**config.mk**
```make
export PLATFORM = sky130hd
export DESIGN_NAME = memoire_map_ws
export DESIGN_NICKNAME = d
export VERILOG_FILES = /design/src/rtl/memoire_map_ws.sv
export SDC_FILE = /design/constraint.sdc
export NUM_CORES = 1
export LEC_CHECK = 0
export BUFFER_PORTS_ARGS = -buffer_cell sky130_fd_sc_hd__buf_2
export CAP_MARGIN = 0
export CORE_MARGIN = 4
export CORE_UTILIZATION = 55
export CTS_CLUSTER_SIZE = 12
export DETAILED_ROUTE_END_ITERATION = 7
export HOLD_SLACK_MARGIN = 0.02
export PLACE_DENSITY_LB_ADDON = 0.08
export SLEW_MARGIN = 40
export SYNTH_ARGS = -nofsm -noshare
export SYNTH_HDL_FRONTEND = slang
export SYNTH_SLANG_ARGS = --single-unit
```
**constraint.sdc**
```tcl
create_clock -name CLK -period 4 [get_ports CLK]
set_input_delay 1 -clock CLK [delete_from_list [all_inputs] [get_ports CLK]]
set_output_delay 1 -clock CLK [all_outputs]
set_load 0.01 [all_outputs]
```
**src/rtl/memoire_map_ws.sv**
```systemverilog
// memoire_map_ws: memory subsystem for the 6502 core.
// One CPU bus decoded into ROM, RAM and a single output register (PORT_OUT).
// Every access runs through IDLE -> (WAIT) -> ACCESS and ends with a one-cycle
// READY pulse. WAIT_STATES adds extra cycles per access.
// Ports:
//   CLK, RST_N        clock (rising edge) / asynchronous active-low reset
//   READ_ENABLE       read request, sampled in IDLE
//   WRITE_ENABLE      write request, sampled in IDLE, wins over READ_ENABLE
//   ADRESSE_CPU       access address
//   DATA_to_MEMORY_IN write data
//   DATA_MICRO_OUT    registered read data, holds the last read value
//   READY             one-cycle pulse when the access completes
//   BUSY              high whenever the FSM is not in IDLE
//   PORT_OUT          memory-mapped output register at IO_ADDR
//   ERR               sticky flag: write to ROM or to an unmapped address
// The ROM image comes from ROM_INIT (word i at bits [i*DATA_W +: DATA_W]),
// so the ROM is a pure constant and needs no load step.
module memoire_map_ws #(
  parameter int unsigned                 ADDR_W      = 16,
  parameter int unsigned                 DATA_W      = 8,
  parameter logic [ADDR_W-1:0]           ROM_BASE    = 16'h0000,
  parameter int unsigned                 ROM_DEPTH   = 32,
  parameter logic [ROM_DEPTH*DATA_W-1:0] ROM_INIT    = '0,
  parameter logic [ADDR_W-1:0]           RAM_BASE    = 16'h0020,
  parameter int unsigned                 RAM_DEPTH   = 32,
  parameter logic [ADDR_W-1:0]           IO_ADDR     = 16'h00FF,
  parameter int unsigned                 WAIT_STATES = 0,
  parameter logic [DATA_W-1:0]           OPEN_BUS    = 8'h00
) (
  input  logic              CLK,
  input  logic              RST_N,
  input  logic              READ_ENABLE,
  input  logic              WRITE_ENABLE,
  input  logic [ADDR_W-1:0] ADRESSE_CPU,
  input  logic [DATA_W-1:0] DATA_to_MEMORY_IN,
  output logic [DATA_W-1:0] DATA_MICRO_OUT,
  output logic              READY,
  output logic              BUSY,
  output logic [DATA_W-1:0] PORT_OUT,
  output logic              ERR
);

  localparam int unsigned RAM_AW = (RAM_DEPTH > 1) ? $clog2(RAM_DEPTH) : 1;
  localparam logic [3:0]  WS_M1  = (WAIT_STATES > 0) ? 4'(WAIT_STATES - 1) : 4'd0;

  typedef enum logic [1:0] {S_IDLE, S_WAIT, S_ACCESS} state_t;

  state_t              state, state_nxt;
  logic                op_wr;
  logic [ADDR_W-1:0]   addr_q;
  logic [DATA_W-1:0]   data_q;
  logic [3:0]          wcnt;
  logic [DATA_W-1:0]   ram [RAM_DEPTH];

  logic [ADDR_W:0]     rom_diff, ram_diff;
  logic                hit_rom, hit_ram, hit_io;
  logic [DATA_W-1:0]   rom_word, ram_word, rd_data;
  logic [RAM_AW-1:0]   ram_idx;

  // Next-state logic
  always_comb begin
    state_nxt = state;
    unique case (state)
      S_IDLE:   if (WRITE_ENABLE || READ_ENABLE)
                  state_nxt = (WAIT_STATES > 0) ? S_WAIT : S_ACCESS;
      S_WAIT:   if (wcnt == 4'd0) state_nxt = S_ACCESS;
      S_ACCESS: state_nxt = S_IDLE;
      default:  state_nxt = S_IDLE;
    endcase
  end

  assign BUSY = (state != S_IDLE);

  // Decode on the latched address. The extra top bit of each difference is
  // the borrow, so an address below a region base never matches an index
  // (no wrap between regions).
  always_comb begin
    rom_diff = {1'b0, addr_q} - {1'b0, ROM_BASE};
    ram_diff = {1'b0, addr_q} - {1'b0, RAM_BASE};
    hit_rom  = 1'b0;
    hit_ram  = 1'b0;
    rom_word = '0;
    ram_idx  = '0;
    for (int unsigned i = 0; i < ROM_DEPTH; i++) begin
      if (rom_diff == (ADDR_W+1)'(i)) begin
        hit_rom  = 1'b1;
        rom_word = ROM_INIT[i*DATA_W +: DATA_W];
      end
    end
    for (int unsigned i = 0; i < RAM_DEPTH; i++) begin
      if (ram_diff == (ADDR_W+1)'(i)) begin
        hit_ram = 1'b1;
        ram_idx = RAM_AW'(i);
      end
    end
    hit_io   = (addr_q == IO_ADDR);
    ram_word = ram[ram_idx];
    // First match wins: ROM, then RAM, then the IO register
    if (hit_rom)      rd_data = rom_word;
    else if (hit_ram) rd_data = ram_word;
    else if (hit_io)  rd_data = PORT_OUT;
    else              rd_data = OPEN_BUS;
  end

  // Control and output registers
  always_ff @(posedge CLK or negedge RST_N) begin
    if (!RST_N) begin
      state          <= S_IDLE;
      op_wr          <= 1'b0;
      addr_q         <= '0;
      data_q         <= '0;
      wcnt           <= '0;
      DATA_MICRO_OUT <= '0;
      READY          <= 1'b0;
      PORT_OUT       <= '0;
      ERR            <= 1'b0;
    end else begin
      state <= state_nxt;
      READY <= 1'b0;
      unique case (state)
        S_IDLE: begin
          if (WRITE_ENABLE || READ_ENABLE) begin
            op_wr  <= WRITE_ENABLE;
            addr_q <= ADRESSE_CPU;
            data_q <= DATA_to_MEMORY_IN;
            wcnt   <= WS_M1;
          end
        end
        S_WAIT: begin
          if (wcnt != 4'd0) wcnt <= wcnt - 4'd1;
        end
        S_ACCESS: begin
          READY <= 1'b1;
          if (!op_wr) begin
            DATA_MICRO_OUT <= rd_data;
          end else if (hit_rom) begin
            ERR <= 1'b1;
          end else if (!hit_ram) begin
            if (hit_io) PORT_OUT <= data_q;
            else        ERR      <= 1'b1;
          end
        end
        default: ;
      endcase
    end
  end

  // RAM array: not cleared by reset. Reset forces IDLE asynchronously, so an
  // aborted access can never reach the write below.
  always_ff @(posedge CLK) begin
    if (state == S_ACCESS && op_wr && !hit_rom && hit_ram)
      ram[ram_idx] <= data_q;
  end

endmodule

```
* Yosys cells after proc, flatten, opt, wreduce, memory -nomap -nowiden *
Memories as Yosys holds them, arrays and structs flattened.
Cells that the tools add are included.

word-level totals
  logic and storage cells = 213
  memories kept = 1
  RAM bits = 256
  output and inout port bits = 19
  input bits = 28
  flip-flop bits (word level) = 49

operators by class
  bitwise gates (word level) = 3
  reduce and logical (&&, ||, !) cells = 18
  mux-type cells = 110
  $add $sub $neg = 2
  eq/ne operators = 70

memories
  memory  depth  width  read ports  clocked after Yosys merged registers in  write ports  RTL line  RTL
  ram     32     8      1           0                                        1            53        logic [DATA_W-1:0] ram [RAM_DEPTH];

operators with widths
  cell                                                                    number
  17-bit by 5-bit equality test with 1-bit output, second input constant  16
  16-bit by 5-bit equality test with 1-bit output, second input constant  16
  5-bit two-way mux                                                       30
  17-bit by 4-bit equality test with 1-bit output, second input constant  8
  16-bit by 4-bit equality test with 1-bit output, second input constant  8
  1-bit two-way mux                                                       71
  17-bit by 3-bit equality test with 1-bit output, second input constant  4
  16-bit by 3-bit equality test with 1-bit output, second input constant  4
  17-bit by 2-bit equality test with 1-bit output, second input constant  2
  17-bit logical NOT                                                      2
  16-bit by 2-bit equality test with 1-bit output, second input constant  2
  8-bit two-way mux                                                       3
  17-bit by 1-bit equality test with 1-bit output, second input constant  1
  16-bit by 6-bit subtractor with 17-bit output, second input constant    1
  16-bit by 1-bit equality test with 1-bit output, second input constant  1
  16-bit by 8-bit equality test with 1-bit output, second input constant  1
  2-bit inequality test, second input constant                            5
  4-bit two-way mux                                                       2
  4-bit case mux with 2 select lines                                      1
  2-bit AND reduction                                                     3
  5-bit AND reduction                                                     1
  4-bit logical NOT                                                       1
  2-bit two-way mux                                                       2
  2-bit case mux with 2 select lines                                      1
  other kinds (12)                                                        17

* Longest topological paths before layout *
  depth in word-level cells = 38
  depth in mapped cells = 13
  mapped depth without buffers = 11

* Worst setup path after synthesis *
Ideal clock, no wire load.

  kind = register to register
  start point = register addr_q[5]
  end point = memory ram[11][0] (enable)
  setup time = 0.370 ns
  data required time = 3.630 ns
  buffers on the path = 2
  slack = 0.347 ns
  period minus slack after synthesis = 3.653 ns
  arrival = 3.283 ns
  cell stages (with the launch flop) = 11
  path through = dfrtp_1 inv_1 ha_1 nor4bb_1 nand3_1 a2111o_1 clkbuf_1 or2_2 clkbuf_1 or2_2 nor2_1

between the ends
  longest elaborated chain between the ends = 38
  elaborated cells between the ends (all ways) = 165
  those cells by class = 1 x add/sub; 62 x eq/ne; 97 x mux; 5 x reduce/logical

ends and longest elaborated chain
  item                                                                                    RTL line  RTL
  from (decl)                                                                             50        logic [ADDR_W-1:0] addr_q;
  from (signal assigned)                                                                  110       addr_q <= '0;
  from (signal assigned)                                                                  124       addr_q <= ADRESSE_CPU;
  branches (longest 38 deep; another with 16-bit by 6-bit subtractor with 17-bit output)  n/a
  to (decl)                                                                               53

Several ways; the timed one is not identified.

* Worst setup path in the final report *
  start point = register addr_q[5]
  end point = register DATA_MICRO_OUT[6]

between the ends
  longest elaborated chain between the ends = 36
  elaborated cells between the ends (all ways) = 165
  those cells by class = 1 x add/sub; 63 x eq/ne; 98 x mux; 2 x reduce/logical; 1 x memory

ends and longest elaborated chain
  item                                                                                   RTL line  RTL
  16-bit by 6-bit subtractor with 17-bit output                                          79        ram_diff = {1'b0, addr_q} - {1'b0, RAM_BASE};
  17-bit by 1-bit equality test with 1-bit output or 17-bit logical NOT (tied branches)  91        if (ram_diff == (ADDR_W+1)'(i)) begin
  1-bit two-way mux                                                                      91
  5-bit two-way mux or 1-bit two-way mux (tied branches) (30 in series)                  91
  memory read 32 x 8 bit or 1-bit two-way mux (tied branches)                            n/a
  8-bit two-way mux                                                                      100       else if (hit_ram) rd_data = ram_word;
  8-bit two-way mux *                                                                    99        if (hit_rom) rd_data = rom_word;
  to (signal assigned)                                                                   135       DATA_MICRO_OUT <= rd_data;
  to (decl)                                                                              36        output logic [DATA_W-1:0] DATA_MICRO_OUT,

Every way passes the cells marked *; elsewhere a longest branch is shown, timed or not.
A chain may end at the register's enable or synchronous reset.

==> flow_metrics.py <==
metrics = {
    "synth": {
        "yosysWarnings": 0,
        "synth-seq-cells": 300,
        "yosysUniqueCellTypes": 71,
        "synthTopCellsByArea": "edfxtp_1, dfrtp_1, nand2_1",
        "synth-edff-count": 256,
        "syn_nets": 936,
        "synth_top_area_cell": "edfxtp_1",
        "async_flop_share_pct": 14.7,
        "synth_seq_area_share_pct": 71.5,
        "synth_top_flop_cell": "edfxtp_1",
        "synth_cells": 907,
        "synth_top_cells_by_count": "edfxtp_1, nand2_1, nor2_1, dfrtp_1, nor3_1",
        "yosysMostFrequentCell": "edfxtp_1",
        "synth_top_area_share_pct": 62.6,
        "syn_area_um2": 12300,
        "synth.avg_cell_area_um2": 13.5,
    },
    "global_routing": {
        "grt_pass1_wl_um": 58600,
        "grt_pass1_vias": 8550,
        "antenna_found_initial": 1,
        "grt_max_degree": 45,
        "grt_use_total_pct": 32.7,
        "grt_overflow": 0,
    },
    "power_and_ir_drop": {
        "clkPwrFrac_pct": 38.1,
        "leakage_nw": 5.07,
        "p_per_area_nw_per_um2": 509,
        "p_comb_share_pct": 11.8,
        "ir_worst_vdd_mv": 0.388,
        "p_seq_share_pct": 50.1,
        "swShare_pct": 25.6,
        "p_int_mw": 5.45,
        "p_switching_mw": 1.88,
    },
    "clocking": {
        "clock_tree.buffer_depth": 3,
        "cts_tree": "yes",
        "path_clk_slew_ps": 60,
        "cts_max_level": 1,
        "cts_made_buffers": 31,
        "cts-root-buf": "clkbuf_16",
        "clk-insertion-delay-late_ps": 560,
        "cts_sinks": 300,
        "cts_hold_buf": 0,
    },
    "route": {
        "drc": 0,
        "detail_route.first_pass.iterations": 6,
        "ant_nets": 0,
        "num_vias": 8838,
        "wire_per_inst_um": 30.3,
        "routed_wl_um": 40100,
        "via_per_inst": 6.69,
        "initialDrtViolationCount": 1185,
    },
    "final_layout": {
        "areaGrowthSynthToFinish_pct": 17.0,
        "finalNetCount": 1055,
        "drive_gt1_share_pct": 20.4,
        "final_util_pct": 65.7,
        "antenna_cells": 0,
        "final_area_um2": 14400,
        "instances_no_fill": 1322,
    },
    "timing": {
        "final.min_clock_period_ps": 3870,
        "max_slew.worst_pin.slew_ps": 898,
        "fin_crit_sh_pct": 96.7,
        "finalHoldViolations": 0,
        "slew_headroom_pct": 39.9,
        "report.final.slew_viol_count": 0,
        "setup_tns_ps": 0,
        "finalSetupViolCount": 0,
        "skew_ps": 12.6,
        "fmax_mhz": 259,
    },
    "floorplanning": {
        "die_x_um": 157,
        "rows": 54,
        "die_h_um": 157,
        "core_um2": 21900,
        "design.die.area_um2": 24800,
        "io_pins": 47,
        "initial_core_util_pct": 56.1,
    },
    "flow_run": {
        "maxCapViolations": 0,
    },
    "placed_design": {
        "globalplace.congestion": 0.986,
        "port-buffer-count": 46,
        "placed_cell_area_um2": 13400,
        "hpwl_um": 26500,
        "dp.cells": 1272,
    },
    "critical_path": {
        "cp.required_ps": 4460,
        "cp-end-kind": "flop",
        "worstPathArrival_ps": 4330,
        "crit_type": "flop to flop",
        "rrSetupSlack_ps": 130,
        "path_max_fanout": 11,
        "start_kind": "flop",
    },
    "outcome": {
        "status": "completed",
    },
    "min_path": {
        "hold_path_class": "input pin to asynchronous set/reset pin",
    },
}
routing by layer:
metal  part of all wire [%]  vias to the layer above  track usage, %
li1                       -                     3731               -
met4                    2.6                        2            8.40
met1                     41                     4422            49.3
met2                     45                      597            50.2
met3                     11                       86            5.86
met5                  0.042                        -               0
path summary, 6_finish.rpt:
check                               start                end  cells after the start
max in group asynchronous           RST_N          data_q[7]                      1
worst min register to register        ERR                ERR                      1
worst max-delay path            addr_q[5]  DATA_MICRO_OUT[6]                     12
worst max register to register  addr_q[5]  DATA_MICRO_OUT[6]                     12
worst min-delay path                RST_N          data_q[3]                      1
min in group CLK                      ERR                ERR                      1
cell families (layout without fill, tap and decap cells):
family | count (synthesis) | count (layout) | share of synthesized area (%)
buf+inv | 62 | 197 | 2.17
fa+ha+maj | 1 | 1 | 0.102
flops | 300 | 300 | 71.5
mux | 33 | 33 | 2.89
xor+xnor | 1 | 1 | 0.0713
compound gates | 193 | 193 | 11.3
simple gates | 317 | 317 | 11.9
through the flow:
step	setup WS [ps]	hold WS (ps)	power (mW)
after global placement	-154	466	4.55
after floorplan	347	433	4.13
final	134	451	7.32
after detailed placement	95.0	457	4.57
after CTS	49.4	454	7.31
after global routing	-9.58	490	7.54
area by class of cell:
type | instances | area, um2
clock buffers | 39 | 806
clock inverters | 10 | 143
multi-input cells | 545 | 3310
well taps | 280 | 350
flip-flops and latches | 300 | 8790
fillers | 1619 | 7510
inverters | 10 | 37.5
repair buffers | 138 | 948
worst max-delay path, stage by stage, from the launching register on:
cell	delay (ps)
dfrtp_1	400
inv_1	90
ha_1	240
or2_2	290
a221o_1	480
a211oi_4	480
nand2_2	100
buf_4	220
nor2_1	390
a21oi_1	60
and3_1	270
or4_1	510
a31oi_1	220
repair_timing:
item	CTS	global route
gates resized for setup	0	11
setup buffers	0	1
endpoints found under the setup margin	0	14
power groups by stage:
stage	combinational [mW]	clock (mW)	sequential, mW
finish	0.866	2.79	3.67
global route	0.919	2.94	3.67
CTS	0.850	2.80	3.66
detailed placement	0.846	0	3.73
global placement	0.830	0	3.72
floorplan	0.389	0	3.74
registers in the layout, summed over array words and instances (netlist names):
name            count
READY               1
state               1
op_wr               1
ERR                 1
addr_q             16
PORT_OUT            8
DATA_MICRO_OUT      8
data_q              8
ram               256
cells in the final DEF (no fill, tap or decap), types with 3 or more instances in the layout:
| cell type | instances |
|---|---|
| nor3_2 | 3 |
| and2_1 | 4 |
| o221ai_1 | 21 |
| edfxtp_1 | 256 |
| buf_2 | 45 |
| nor3_1 | 38 |
| a31oi_1 | 11 |
| clkinv_1 | 8 |
| o22ai_1 | 24 |
| a211oi_1 | 3 |
| buf_4 | 91 |
| a2111oi_4 | 3 |
| or4_1 | 6 |
| a221oi_1 | 5 |
| nor2_2 | 4 |
| mux2_2 | 10 |
| mux2i_1 | 22 |
| a311oi_1 | 3 |
| nor2_1 | 71 |
| nand4_1 | 6 |
| a21oi_1 | 37 |
| inv_1 | 8 |
| nand3_1 | 22 |
| clkbuf_16 | 31 |
| or2_2 | 4 |
| and3_1 | 11 |
| or3_1 | 4 |
| nand2_1 | 122 |
| o22a_1 | 5 |
| a221o_1 | 4 |
| nor4_1 | 8 |
| o21ai_1 | 3 |
| o21ai_0 | 33 |
| clkbuf_1 | 8 |
| bufinv_16 | 4 |
| dfrtp_1 | 43 |
| o32a_1 | 3 |
| o211ai_1 | 5 |
Power figures use the tool's default switching activity.
